### src/rtl/sd_block_loader.sv
`default_nettype none
// ============================================================================
//  Module      : sd_block_loader
//  Description : Loads a run of consecutive 512-byte SD blocks into RAM.
//                Each block is fetched with CMD17 through the SPI command
//                sender, the R1 byte is checked, then the SPI data reader
//                is started for that block and waited on.
//                Optional feature macro: SD_LOAD_RETRY_EN (re-issue CMD17
//                on R1 fault or response timeout, up to RETRY_MAX times).
//  Revision    : 1.0 - initial release
// ============================================================================
module sd_block_loader #(
    parameter logic [15:0] RESP_TIMEOUT = 16'd50000,
    parameter int unsigned RETRY_MAX    = 2
) (
    input  logic        clk,
    input  logic        reset,
    input  logic        start,
    input  logic [31:0] sd_base,
    input  logic [6:0]  mem_block,
    input  logic [7:0]  block_count,
    output logic        busy,
    output logic        done,
    output logic        error,
    output logic [1:0]  err_code,
    output logic [7:0]  blocks_loaded,
    output logic        cmd_start,
    output logic [5:0]  cmd_index,
    output logic [31:0] cmd_arg,
    input  logic        cmd_busy,
    input  logic        cmd_resp_valid,
    input  logic [7:0]  cmd_resp,
    output logic        rd_en,
    output logic [6:0]  rd_block_addr,
    input  logic        rd_done,
    input  logic        rd_error
);

    typedef enum logic [2:0] {
        S_IDLE  = 3'd0,
        S_CMD   = 3'd1,
        S_RESP  = 3'd2,
        S_DATA  = 3'd3,
        S_WAIT  = 3'd4,
        S_NEXT  = 3'd5,
        S_ERROR = 3'd6
    } state_t;

    localparam logic [1:0] ERR_NONE    = 2'd0;
    localparam logic [1:0] ERR_R1      = 2'd1;
    localparam logic [1:0] ERR_TIMEOUT = 2'd2;
    localparam logic [1:0] ERR_READER  = 2'd3;
    localparam logic [5:0] CMD17       = 6'd17;

`ifdef SD_LOAD_RETRY_EN
    localparam logic [7:0] RETRY_LIMIT = 8'(RETRY_MAX);
`else
    // Retry compiled out: a zero allowance sends R1/timeout faults straight to ERROR.
    localparam logic [7:0] RETRY_LIMIT = 8'(RETRY_MAX) & 8'h00;
`endif

    state_t      state_q, state_d;
    logic [31:0] base_q, base_d;
    logic [6:0]  mem_q, mem_d;
    logic [7:0]  count_q, count_d;
    logic [15:0] timer_q, timer_d;
    logic [7:0]  retry_q, retry_d;
    logic [1:0]  fail_q, fail_d;
    logic        wait_first_q, wait_first_d;
    logic        busy_q, busy_d;
    logic        done_q, done_d;
    logic        error_q, error_d;
    logic [1:0]  err_code_q, err_code_d;
    logic [7:0]  loaded_q, loaded_d;
    logic        cmd_start_q, cmd_start_d;
    logic [31:0] cmd_arg_q, cmd_arg_d;
    logic        rd_en_q, rd_en_d;
    logic [6:0]  rd_addr_q, rd_addr_d;

    logic [15:0] timer_inc;
    logic [7:0]  loaded_inc;
    logic [1:0]  resp_fault;
    logic        can_retry;

    // Next-state and registered-output computation for the block sequencer.
    always_comb begin
        state_d      = state_q;
        base_d       = base_q;
        mem_d        = mem_q;
        count_d      = count_q;
        timer_d      = timer_q;
        retry_d      = retry_q;
        fail_d       = fail_q;
        wait_first_d = 1'b0;
        done_d       = 1'b0;
        error_d      = error_q;
        err_code_d   = err_code_q;
        loaded_d     = loaded_q;
        cmd_start_d  = 1'b0;
        cmd_arg_d    = cmd_arg_q;
        rd_en_d      = 1'b0;
        rd_addr_d    = rd_addr_q;
        timer_inc    = timer_q + 16'd1;
        loaded_inc   = loaded_q + 8'd1;
        resp_fault   = ERR_NONE;
        can_retry    = (retry_q != RETRY_LIMIT);

        if ((state_q != S_IDLE) && rd_error) begin
            // The data reader cannot recover, so its error overrides everything.
            if (state_q == S_ERROR) begin
                error_d    = 1'b1;
                err_code_d = ERR_READER;
                state_d    = S_IDLE;
            end else begin
                fail_d  = ERR_READER;
                state_d = S_ERROR;
            end
        end else begin
            case (state_q)
                S_IDLE: begin
                    if (start) begin
                        if (block_count != 8'd0) begin
                            base_d     = sd_base;
                            mem_d      = mem_block;
                            count_d    = block_count;
                            error_d    = 1'b0;
                            err_code_d = ERR_NONE;
                            loaded_d   = 8'd0;
                            retry_d    = 8'd0;
                            state_d    = S_CMD;
                        end else begin
                            done_d = 1'b1;
                        end
                    end
                end
                S_CMD: begin
                    if (!cmd_busy) begin
                        cmd_start_d = 1'b1;
                        cmd_arg_d   = base_q + {24'd0, loaded_q};
                        timer_d     = 16'd0;
                        state_d     = S_RESP;
                    end
                end
                S_RESP: begin
                    // A response arriving on the timeout cycle still wins.
                    if (cmd_resp_valid) begin
                        if (cmd_resp == 8'h00) begin
                            // rd_en is registered here so it is high while in DATA.
                            rd_en_d   = 1'b1;
                            rd_addr_d = mem_q + loaded_q[6:0];
                            state_d   = S_DATA;
                        end else begin
                            resp_fault = ERR_R1;
                        end
                    end else if (timer_inc == RESP_TIMEOUT) begin
                        resp_fault = ERR_TIMEOUT;
                    end else begin
                        timer_d = timer_inc;
                    end
                    if (resp_fault != ERR_NONE) begin
                        if (can_retry) begin
                            retry_d = retry_q + 8'd1;
                            state_d = S_CMD;
                        end else begin
                            fail_d  = resp_fault;
                            state_d = S_ERROR;
                        end
                    end
                end
                S_DATA: begin
                    // The reader still reports done on the first WAIT cycle.
                    wait_first_d = 1'b1;
                    state_d      = S_WAIT;
                end
                S_WAIT: begin
                    if (rd_done && !wait_first_q) begin
                        state_d = S_NEXT;
                    end
                end
                S_NEXT: begin
                    loaded_d = loaded_inc;
                    retry_d  = 8'd0;
                    if (loaded_inc == count_q) begin
                        done_d  = 1'b1;
                        state_d = S_IDLE;
                    end else begin
                        state_d = S_CMD;
                    end
                end
                S_ERROR: begin
                    error_d    = 1'b1;
                    err_code_d = fail_q;
                    state_d    = S_IDLE;
                end
                default: begin
                    state_d = S_IDLE;
                end
            endcase
        end

        busy_d = (state_d != S_IDLE);
    end

    // State and output registers; reset clears everything including pulses.
    always_ff @(posedge clk) begin
        if (reset) begin
            state_q      <= S_IDLE;
            base_q       <= 32'd0;
            mem_q        <= 7'd0;
            count_q      <= 8'd0;
            timer_q      <= 16'd0;
            retry_q      <= 8'd0;
            fail_q       <= ERR_NONE;
            wait_first_q <= 1'b0;
            busy_q       <= 1'b0;
            done_q       <= 1'b0;
            error_q      <= 1'b0;
            err_code_q   <= ERR_NONE;
            loaded_q     <= 8'd0;
            cmd_start_q  <= 1'b0;
            cmd_arg_q    <= 32'd0;
            rd_en_q      <= 1'b0;
            rd_addr_q    <= 7'd0;
        end else begin
            state_q      <= state_d;
            base_q       <= base_d;
            mem_q        <= mem_d;
            count_q      <= count_d;
            timer_q      <= timer_d;
            retry_q      <= retry_d;
            fail_q       <= fail_d;
            wait_first_q <= wait_first_d;
            busy_q       <= busy_d;
            done_q       <= done_d;
            error_q      <= error_d;
            err_code_q   <= err_code_d;
            loaded_q     <= loaded_d;
            cmd_start_q  <= cmd_start_d;
            cmd_arg_q    <= cmd_arg_d;
            rd_en_q      <= rd_en_d;
            rd_addr_q    <= rd_addr_d;
        end
    end

    assign busy          = busy_q;
    assign done          = done_q;
    assign error         = error_q;
    assign err_code      = err_code_q;
    assign blocks_loaded = loaded_q;
    assign cmd_start     = cmd_start_q;
    assign cmd_index     = CMD17;
    assign cmd_arg       = cmd_arg_q;
    assign rd_en         = rd_en_q;
    assign rd_block_addr = rd_addr_q;

endmodule
`default_nettype wire

### config.mk
export PLATFORM = sky130hd
export DESIGN_NAME = sd_block_loader
export DESIGN_NICKNAME = d
export VERILOG_FILES = /design/src/rtl/sd_block_loader.sv
export SDC_FILE = /design/constraint.sdc
export NUM_CORES = 1
export LEC_CHECK = 0
export BUFFER_PORTS_ARGS = -buffer_cell sky130_fd_sc_hd__buf_4
export CORE_MARGIN = 3
export CORE_UTILIZATION = 30
export DETAILED_ROUTE_END_ITERATION = 10
export SYNTH_ARGS = -nofsm -noshare
export SYNTH_HDL_FRONTEND = slang
export SYNTH_SLANG_ARGS = --single-unit
### constraint.sdc
create_clock -name clk -period 2.7 [get_ports clk]
set_clock_uncertainty 0.1 [all_clocks]
set_input_delay 0.135 -clock clk [delete_from_list [all_inputs] [get_ports clk]]
set_output_delay 0.135 -clock clk [all_outputs]
set_load 0.02 [all_outputs]
==> results of run 1 <==
[repair_timing]
action	in CTS	in global routing
setup buffers	0	1
hold buffers	49	0
endpoints found under the setup margin	3	22
gates resized for setup	4	13
hold endpoints to repair	49	0
pin swaps	0	1
[Yosys cell counts, drive strengths merged, types with 6 or more instances]
| cell type | count |
|---|---|
| nand3 | 29 |
| o2111ai | 6 |
| inv | 29 |
| and3 | 13 |
| mux2i | 8 |
| dfxtp | 131 |
| nor2b | 7 |
| a211oi | 33 |
| nand2 | 140 |
| clkbuf | 39 |
| o31ai | 9 |
| buf | 13 |
| or3 | 7 |
| nor3 | 17 |
| o211ai | 14 |
| xor2 | 22 |
| ha | 18 |
| xnor2 | 21 |
| and2 | 6 |
| a21oi | 85 |
| o21ai | 35 |
| nand3b | 7 |
| nor2 | 69 |
| nand4 | 20 |
[path summary, 6_finish.rpt]
kind	slack, ns	to	cells after the start	startpoint
max	0.14	timer_q[8]	8	timer_q[0]
min	0.05	timer_q[11]	4	cmd_resp_valid
max reg2reg	0.14	timer_q[8]	8	timer_q[0]
min reg2reg	0.35	cmd_arg[6]	2	cmd_arg[6]
[registers in the layout (all words and copies together), names as in the netlist]
signal,flops
cmd_arg,32
blocks_loaded,8
state_q,3
busy,1
cmd_start,1
rd_block_addr,7
retry_q,8
mem_q,7
timer_q,16
fail_q,2
error,1
base_q,32
count_q,8
wait_first_q,1
err_code,2
done,1
rd_en,1
[kinds of logic (layout without fill, tap and decap cells)]
kind of cell	Yosys count	after routing	share of synthesized area (%)
adder cells (fa/ha/maj)	20	20	3.834
flip-flops	131	131	37.91
XOR/XNOR	43	43	5.444
AND/OR/NAND/NOR	344	344	24.92
multiplexers	9	9	1.320
other	2	6	0.1086
buffers and inverters	81	263	5.010
AO/OA/AOI/OAI	223	223	21.45
[through the flow]
step | cells | util, % | power [µW] | TNS [ns] | setup slack (ns)
finish | 1319 | 42.29 | 7278 | 0 | 0.1399
floorplan | 857 | - | 4003 | 0 | 0.01941
global route | 1319 | 42.29 | 7735 | -0.03256 | -0.02031
CTS | 1318 | 41.96 | 7323 | 0 | 0.0007263
global placement | 1237 | 36.99 | 4844 | 0 | 0.02653
detailed placement | 1237 | 36.99 | 4854 | -0.04020 | -0.02070
[per-layer routing]
layer | vias up | global-route usage (%) | wire [µm] | share of wire, %
met5 | - | 0 | 0 | 0
met4 | 0 | 4.174 | 272 | 1.3
met3 | 21 | 3.308 | 1015 | 5.0
met2 | 151 | 25.83 | 9491 | 47
met1 | 3084 | 22.82 | 9546 | 47
li1 | 3394 | - | - | -
[power breakdown]
part | internal, µW | total, µW | leakage [µW] | switching [µW]
clock network | 1500 | 2400 | 0.000299 | 899
logic | 958 | 2310 | 0.00230 | 1350
registers | 2270 | 2570 | 0.00107 | 304
[critical path, stage by stage (launching register included)]
cell	delay, ns
dfxtp_1	0.41
ha_2	0.27
nand3_2	0.13
or3_4	0.45
xor2_2	0.17
and4_4	0.20
a21oi_2	0.22
nand2_2	0.23
o41ai_1	0.27
[area by class of cell]
class / instances / area share [%]
inverters: 29 / 1.158
multi-input cells: 645 / 43.15
clock inverters: 13 / 1.664
repair buffers: 202 / 17.57
well taps: 280 / 3.727
flip-flops and latches: 131 / 27.91
clock buffers: 19 / 4.818
[cell usage in the layout, fill, tap and decap left out, types with 4 or more instances in the layout]
master,Yosys,layout
buf_4,6,152
nand2_1,138,138
dfxtp_1,131,130
a21oi_1,84,83
nor2_1,69,69
dlygate4sd3_1,0,49
a211oi_1,32,31
inv_1,29,29
nand3_1,27,27
o21ai_0,27,27
xnor2_1,21,21
xor2_1,22,21
nand4_1,19,19
ha_1,18,17
clkbuf_16,0,17
nor3_1,16,15
o211ai_1,14,14
and3_1,12,12
mux2i_1,8,7
nand3b_1,7,7
o2111ai_1,6,6
and2_1,6,6
nor2b_1,7,6
conb_1,2,6
o21ai_1,7,5
or3_1,5,5
o21a_1,5,5
clkinv_2,0,5
or4_1,4,4
o31ai_2,4,4
o31ai_1,4,4
a21o_1,4,4
a2111oi_2,0,4
==> impl_metrics.toml, run 1 <==
[outcome]
status = "completed"

[setup_path]
worstPathMaxFanout = 11
cp.required_ns = 2.92
critPathKind = "flip-flop to flip-flop"
start_kind = "flip-flop"
end_kind = "flip-flop"
critPathArrivalTime_ns = 2.78

[sta]
fin_hold_ws_ns = 0.04760
period_minus_slack_ns = 2.560
setup_viol = 0
hold_viol_final = 0
slew_violations = 0
max_freq_mhz = 390.6
max_slew.worst_pin.slew_ns = 0.9178
relSlewSlack_pct = 38.59
fin_crit_sh_pct = 94.82

[place]
gp_congestion = 0.8410
dp_hpwl_mm = 14.46
io_buffers = 115
placed_area_um2 = 8223

[drt]
antenna_left = 0
drt-wirelength-per-cell_um = 15.41
drtPass1Iterations = 5
post-route-drc-count = 0
vias_per_cell = 5.042
wl_mm = 20.33
drt_iter0_drc = 397
via_count = 6650

[power_and_ir_drop]
p_leak_uw = 0.003667
p_per_area_nw_per_um2 = 774.2
ir_worst_vdd_mv = 0.3447

[clocking]
clk_pin_slew_worst_paths_ns = 0.06
cts_tree = "done"
cts.sinks = 131
htreeDepth = 4
cts_buffer_depth = 2
clk_latency_ns = 0.42
cts_made_buffers = 17
root_buffer = "clkbuf_16"

[synthesis]
yosys.area.top_type = "dfxtp_1"
synth-edff-count = 0
synthArstFlopShare_pct = 0
ys_types = 79
ys_seq_area_share_pct = 37.91
ys_warn_count = 0
netlist.area_leader.share_pct = 37.91
syn-cell-area_um2 = 6918
synth_area_leaders = "dfxtp_1 38%, nand2_1 7.5%, a21oi_1 6.1%, nor2_1 3.7%, a211oi_1 3.5%"
syn_inst = 853
synthFlopType = "dfxtp_1"
ys_ff_latch = 131
avgSynthCellArea_um2 = 8.110

[floorplan]
start_util_pct = 31.12
die_area_um2 = 24920
std_cell_rows = 54
chipWidth_um = 157.9
core_area_um2 = 22230
io_pins = 122
die_h_um = 157.9

[global_routing]
antenna_found_initial = 0
grt_pass1_vias = 6244
grt_overflow = 0
track_usage_pct = 16.33
grt_pass1_wl_mm = 32.46
grt_max_degree = 69

[finish]
multi_input_area_um2 = 4056
final_layout_size_suffix_gt1_share_pct = 22.23
final_nets = 1108
syn_to_final_growth_pct = 35.88
regArea_um2 = 2624
fill_cells = 2228
antenna_cells = 0
fin_area_um2 = 9400

[job]
maxCapViolCount = 0

[min_path]
hold_class = "input port to flip-flop"
No activity file was read; power rests on OpenSTA's default activity.
==> inputs of run 2 (changes only) <==
- RECOVER_POWER: not set -> 25
==> run 2 against run 1 <==
Net effect:
- combinational power fell by 4%
- critical endpoint unchanged
- fmax barely moved
- sequential share of layout area rose by 0.51 points
- worst setup slack barely moved
- clock-buffer cell count did not move
- sequential power barely moved
- via count barely moved
- global-route usage did not move
- non-clock buffer count did not move
- total power fell by 1.4%
- register-to-register slack barely moved
==> impl_metrics.toml, run 2 (synthesis results as in run 1) <==
[floorplan]
die_area_um2 = 24920
core_area_um2 = 22230
start_util_pct = 31.12
std_cell_rows = 54
die_h_um = 157.9
chipWidth_um = 157.9
io_pins = 122

[finish]
fin_area_um2 = 9231
final_cell_mix = "138 x nand2_1, 130 x dfxtp_1, 107 x buf_4"
final_nets = 1108
layout_commonest_cell = "nand2_1"
final_layout_size_suffix_gt1_share_pct = 17.90
antenna_cells = 0
utilization_pct = 41.53
syn_to_final_growth_pct = 33.44

[sta]
worst_slack_ns = 0.1396
max_slew.worst_pin.slew_ns = 0.9139
setup_viol = 0
hold_viol_final = 0
fin_crit_sh_pct = 94.83
period_minus_slack_ns = 2.560
slew_violations = 0
relSlewSlack_pct = 38.85
max_freq_mhz = 390.6

[job]
maxCapViolCount = 0

[power_and_ir_drop]
p_per_area_nw_per_um2 = 777.3
p_comb_share_pct = 30.8
p_sw_share_pct = 35.49
p_leak_uw = 0.003477
ir_worst_vdd_mv = 0.3436
pwr-share-seq_pct = 35.9
power_switching_uw = 2547
p_int_uw = 4629
power_frac_clock_pct = 33.4

[clocking]
clk_latency_ns = 0.42
cts_made_buffers = 17
cts_tree = "done"
root_buffer = "clkbuf_16"
cts.sinks = 131
clk_pin_slew_worst_paths_ns = 0.06
htreeDepth = 4
cts_buffer_depth = 2

[drt]
wl_mm = 20.37
post-route-drc-count = 0
drt_iter0_drc = 416
vias_per_cell = 5.037
drtPass1Iterations = 5
drt-wirelength-per-cell_um = 15.45
via_count = 6644
antenna_left = 0

[place]
post-place-ws_ns = -0.02070
dp_hpwl_mm = 14.46
io_buffers = 115
placed_area_um2 = 8223
gp_congestion = 0.8410

[setup_path]
r2r_start = "timer_q[0]"
critPathKind = "flip-flop to flip-flop"
end_kind = "flip-flop"
start_kind = "flip-flop"
cp.required_ns = 2.92
critPathArrivalTime_ns = 2.78
worstPathMaxFanout = 11
critical_path.startpoint = "timer_q[0]"

[global_routing]
antenna_found_initial = 0
grt_overflow = 0
grt_pass1_vias = 6244
grt_max_degree = 69
grt_pass1_wl_mm = 32.46
track_usage_pct = 16.33

[min_path]
hold_class = "input port to flip-flop"
min_from = "cmd_resp_valid"

[outcome]
status = "completed"
run 2: layout make-up:
type | instances | area, µm²
fillers | 2258 | 13000
multi-input cells | 645 | 4056
flip-flops and latches | 131 | 2624
repair buffers | 202 | 1483
clock buffers | 19 | 452.9
well taps | 280 | 350.3
clock inverters | 13 | 156.4
inverters | 29 | 108.9
run 2: metal layers:
layer	global-route usage (%)	part of all wire (%)	vias up
li1	-	-	3393
met1	22.82	47	3081
met2	25.83	46	149
met3	3.308	5.0	21
met4	4.174	1.4	0
met5	0	0	-
run 2: path summary, 6_finish.rpt:
kind | slack, ns | end | cells after the start
setup / recovery | 0.14 | timer_q[8] | 8
hold reg to reg | 0.35 | cmd_arg[6] | 2
setup reg to reg | 0.14 | timer_q[8] | 8
hold / removal | 0.05 | timer_q[11] | 4
run 2: critical path: stages, from the launching register on:
cell and delay (ns):
dfxtp_1 0.41, ha_2 0.26, nand3_2 0.13, or3_4 0.45
xor2_2 0.17, and4_4 0.20, a21oi_2 0.22, nand2_2 0.23
o41ai_1 0.27
run 2: timing repair:
| item | in CTS | in global routing |
|---|---|---|
| hold endpoints to repair | 49 | 0 |
| pin swaps | 0 | 1 |
| buffers inserted | 0 | 1 |
| hold buffers | 49 | 0 |
| resized for setup | 4 | 13 |
| endpoints found under the setup margin | 3 | 22 |
| cloned | 0 | 0 |
run 2: power groups by stage:
stage	clock network [µW]	registers, µW	logic (µW)
after CTS	2440	2570	2310
final	2390	2570	2210
after global placement	0	2600	2240
after floorplan	0	2650	1350
after detailed placement	0	2610	2240
after global routing	2530	2620	2490
run 2: per-stage QoR:
step,std cells,hold WS (ns),setup TNS [ns],power [µW]
floorplan,857,0.1710,0,4003
global placement,1237,0.2840,0,4844
detailed placement,1237,0.2905,-0.04020,4854
CTS,1318,0.03282,0,7323
global route,1319,0.07773,-0.03256,7637
finish,1319,0.04846,0,7176
==> inputs of run 3 (changes only) <==
- CTS_BUF_LIST: not set -> sky130_fd_sc_hd__clkbuf_8
==> run 3 against run 2 <==
Net effect:
- fmax shrank 0.59%
- clock-buffer cell count stayed put
- first-iteration DRC count down 1.2%
- clock power shrank 26%
- critical endpoint is now cmd_arg[16]
- sequential power about the same
- final area is 1.8% lower
- sequential share of layout area rose by 0.53 points
- combinational power about the same
- register-to-register slack got worse by 0.02 ns
- die area unchanged
- critical path type unchanged
- total power decreased by 8.7%
- largest power group unchanged
==> impl_metrics.toml, run 3 (synthesis results as in run 1) <==
[power_and_ir_drop]
p_comb_share_pct = 33.6
power_frac_clock_pct = 27.2
p_leak_uw = 0.003398
ir_worst_vdd_mv = 0.3018
pwr-share-seq_pct = 39.2
finalPower_uw = 6549
p_per_area_nw_per_um2 = 722.6
power_switching_uw = 2462
p_sw_share_pct = 37.59
p_int_uw = 4088

[place]
gp_congestion = 0.8410
dp_hpwl_mm = 14.46
io_buffers = 115
post-place-ws_ns = -0.02070
placed_area_um2 = 8223

[drt]
drt-wirelength-per-cell_um = 15.24
via_count = 6611
antenna_left = 0
drt_iter0_drc = 411
wl_mm = 20.12
post-route-drc-count = 0
vias_per_cell = 5.008
drtPass1Iterations = 4

[setup_path]
critical_path.startpoint = "base_q[0]"
critPathMaxStageDelay_ns = 0.50
crit_buf_inv = 1
critPathArrivalTime_ns = 2.84
critPathTopFamily = "compound AO/OA/AOI/OAI gates"
critPathKind = "flip-flop to flip-flop"
cp.required_ns = 2.97
r2r_start = "base_q[0]"
path_cells = "ha_1 -> inv_1 -> fa_1 -> nor2b_1 -> o21ai_1 -> a21oi_2 -> o21ai_4 -> a2111oi_2 -> xnor2_1 -> a211oi_1"
end_kind = "flip-flop"
start_kind = "flip-flop"
critPathSlowestCell = "a2111oi_2"
rr_worst_depth = 10
worstPathMaxFanout = 8
path_depth = 10

[clocking]
clk_pin_slew_worst_paths_ns = 0.08
root_buffer = "clkbuf_8"
cts.sinks = 131
cts_made_buffers = 17
clk_latency_ns = 0.45
cts_tree = "done"
cts_buffer_depth = 2
htreeDepth = 4

[floorplan]
die_area_um2 = 24920
std_cell_rows = 54
io_pins = 122
start_util_pct = 31.12
core_area_um2 = 22230
chipWidth_um = 157.9
die_h_um = 157.9

[finish]
fin_area_um2 = 9064
final_cell_mix = "138 x nand2_1, 130 x dfxtp_1, 106 x buf_4"
final_nets = 1109
antenna_cells = 0
layout_commonest_cell = "nand2_1"
final_layout_size_suffix_gt1_share_pct = 17.79
syn_to_final_growth_pct = 31.02

[sta]
slew_violations = 0
period_minus_slack_ns = 2.576
setup_viol = 0
fin_hold_ws_ns = 0.1289
fin_crit_sh_pct = 95.39
max_slew.worst_pin.slew_ns = 0.9387
worst_slack_ns = 0.1245
max_freq_mhz = 388.3
hold_viol_final = 0
relSlewSlack_pct = 37.19

[global_routing]
grt_pass1_wl_mm = 32.07
grt_overflow = 0
antenna_found_initial = 0
grt_max_degree = 69
grt_pass1_vias = 6202
track_usage_pct = 16.10

[min_path]
hold_class = "input port to flip-flop"
whs_path_depth = 2
min_from = "reset"

[outcome]
status = "completed"

[job]
maxCapViolCount = 0
## run 3: changes by cell type in the layout (fill, tap and decap cells not counted), sizes merged
cell / previous run / this run
clkbuf: 64 / 65
dlygate4sd3: 49 / 50
buf: 108 / 107
## run 3: power by group through the flow
stage	clock, µW	combinational, µW	sequential [µW]
3_3_place_gp	0	2240	2600
5_1_grt	1910	2480	2610
3_5_place_dp	0	2240	2610
6_report	1780	2200	2570
4_1_cts	1820	2310	2570
2_1_floorplan	0	1350	2650
## run 3: what timing repair did
| action | CTS | global route |
|---|---|---|
| hold buffers | 50 | 0 |
| pin swaps | 0 | 1 |
| setup endpoints to repair | 4 | 25 |
| buffers inserted | 0 | 1 |
| cloned | 0 | 0 |
| resized for setup | 4 | 15 |
| hold endpoints to repair | 51 | 0 |
## run 3: layout make-up
type	instances	area, µm²
clock buffers	19	261.5
clock inverters	13	156.4
fillers	2271	13170
inverters	29	108.9
multi-input cells	645	4074
flip-flops and latches	131	2624
well taps	280	350.3
repair buffers	203	1489
## run 3: metal layers
metal,routed length (µm),global-route usage (%),vias to the layer above
met5,0,0,-
met4,251,3.760,0
met3,993,3.226,18
met2,9316,25.48,145
met1,9553,22.63,3059
li1,-,-,3389
## run 3: path summary, 6_finish.rpt
check,to,slack [ns]
min,rd_block_addr[0],0.13
min reg2reg,cmd_arg[6],0.36
max,cmd_arg[16],0.12
max reg2reg,cmd_arg[16],0.12
## run 3: stage by stage
step / util (%) / std cells / setup TNS [ns]
2_1_floorplan: - / 857 / 0
5_1_grt: 40.77 / 1320 / -0.05380
3_5_place_dp: 36.99 / 1237 / -0.04020
4_1_cts: 41.15 / 1319 / -0.01729
3_3_place_gp: 36.99 / 1237 / 0
6_report: 40.77 / 1320 / 0
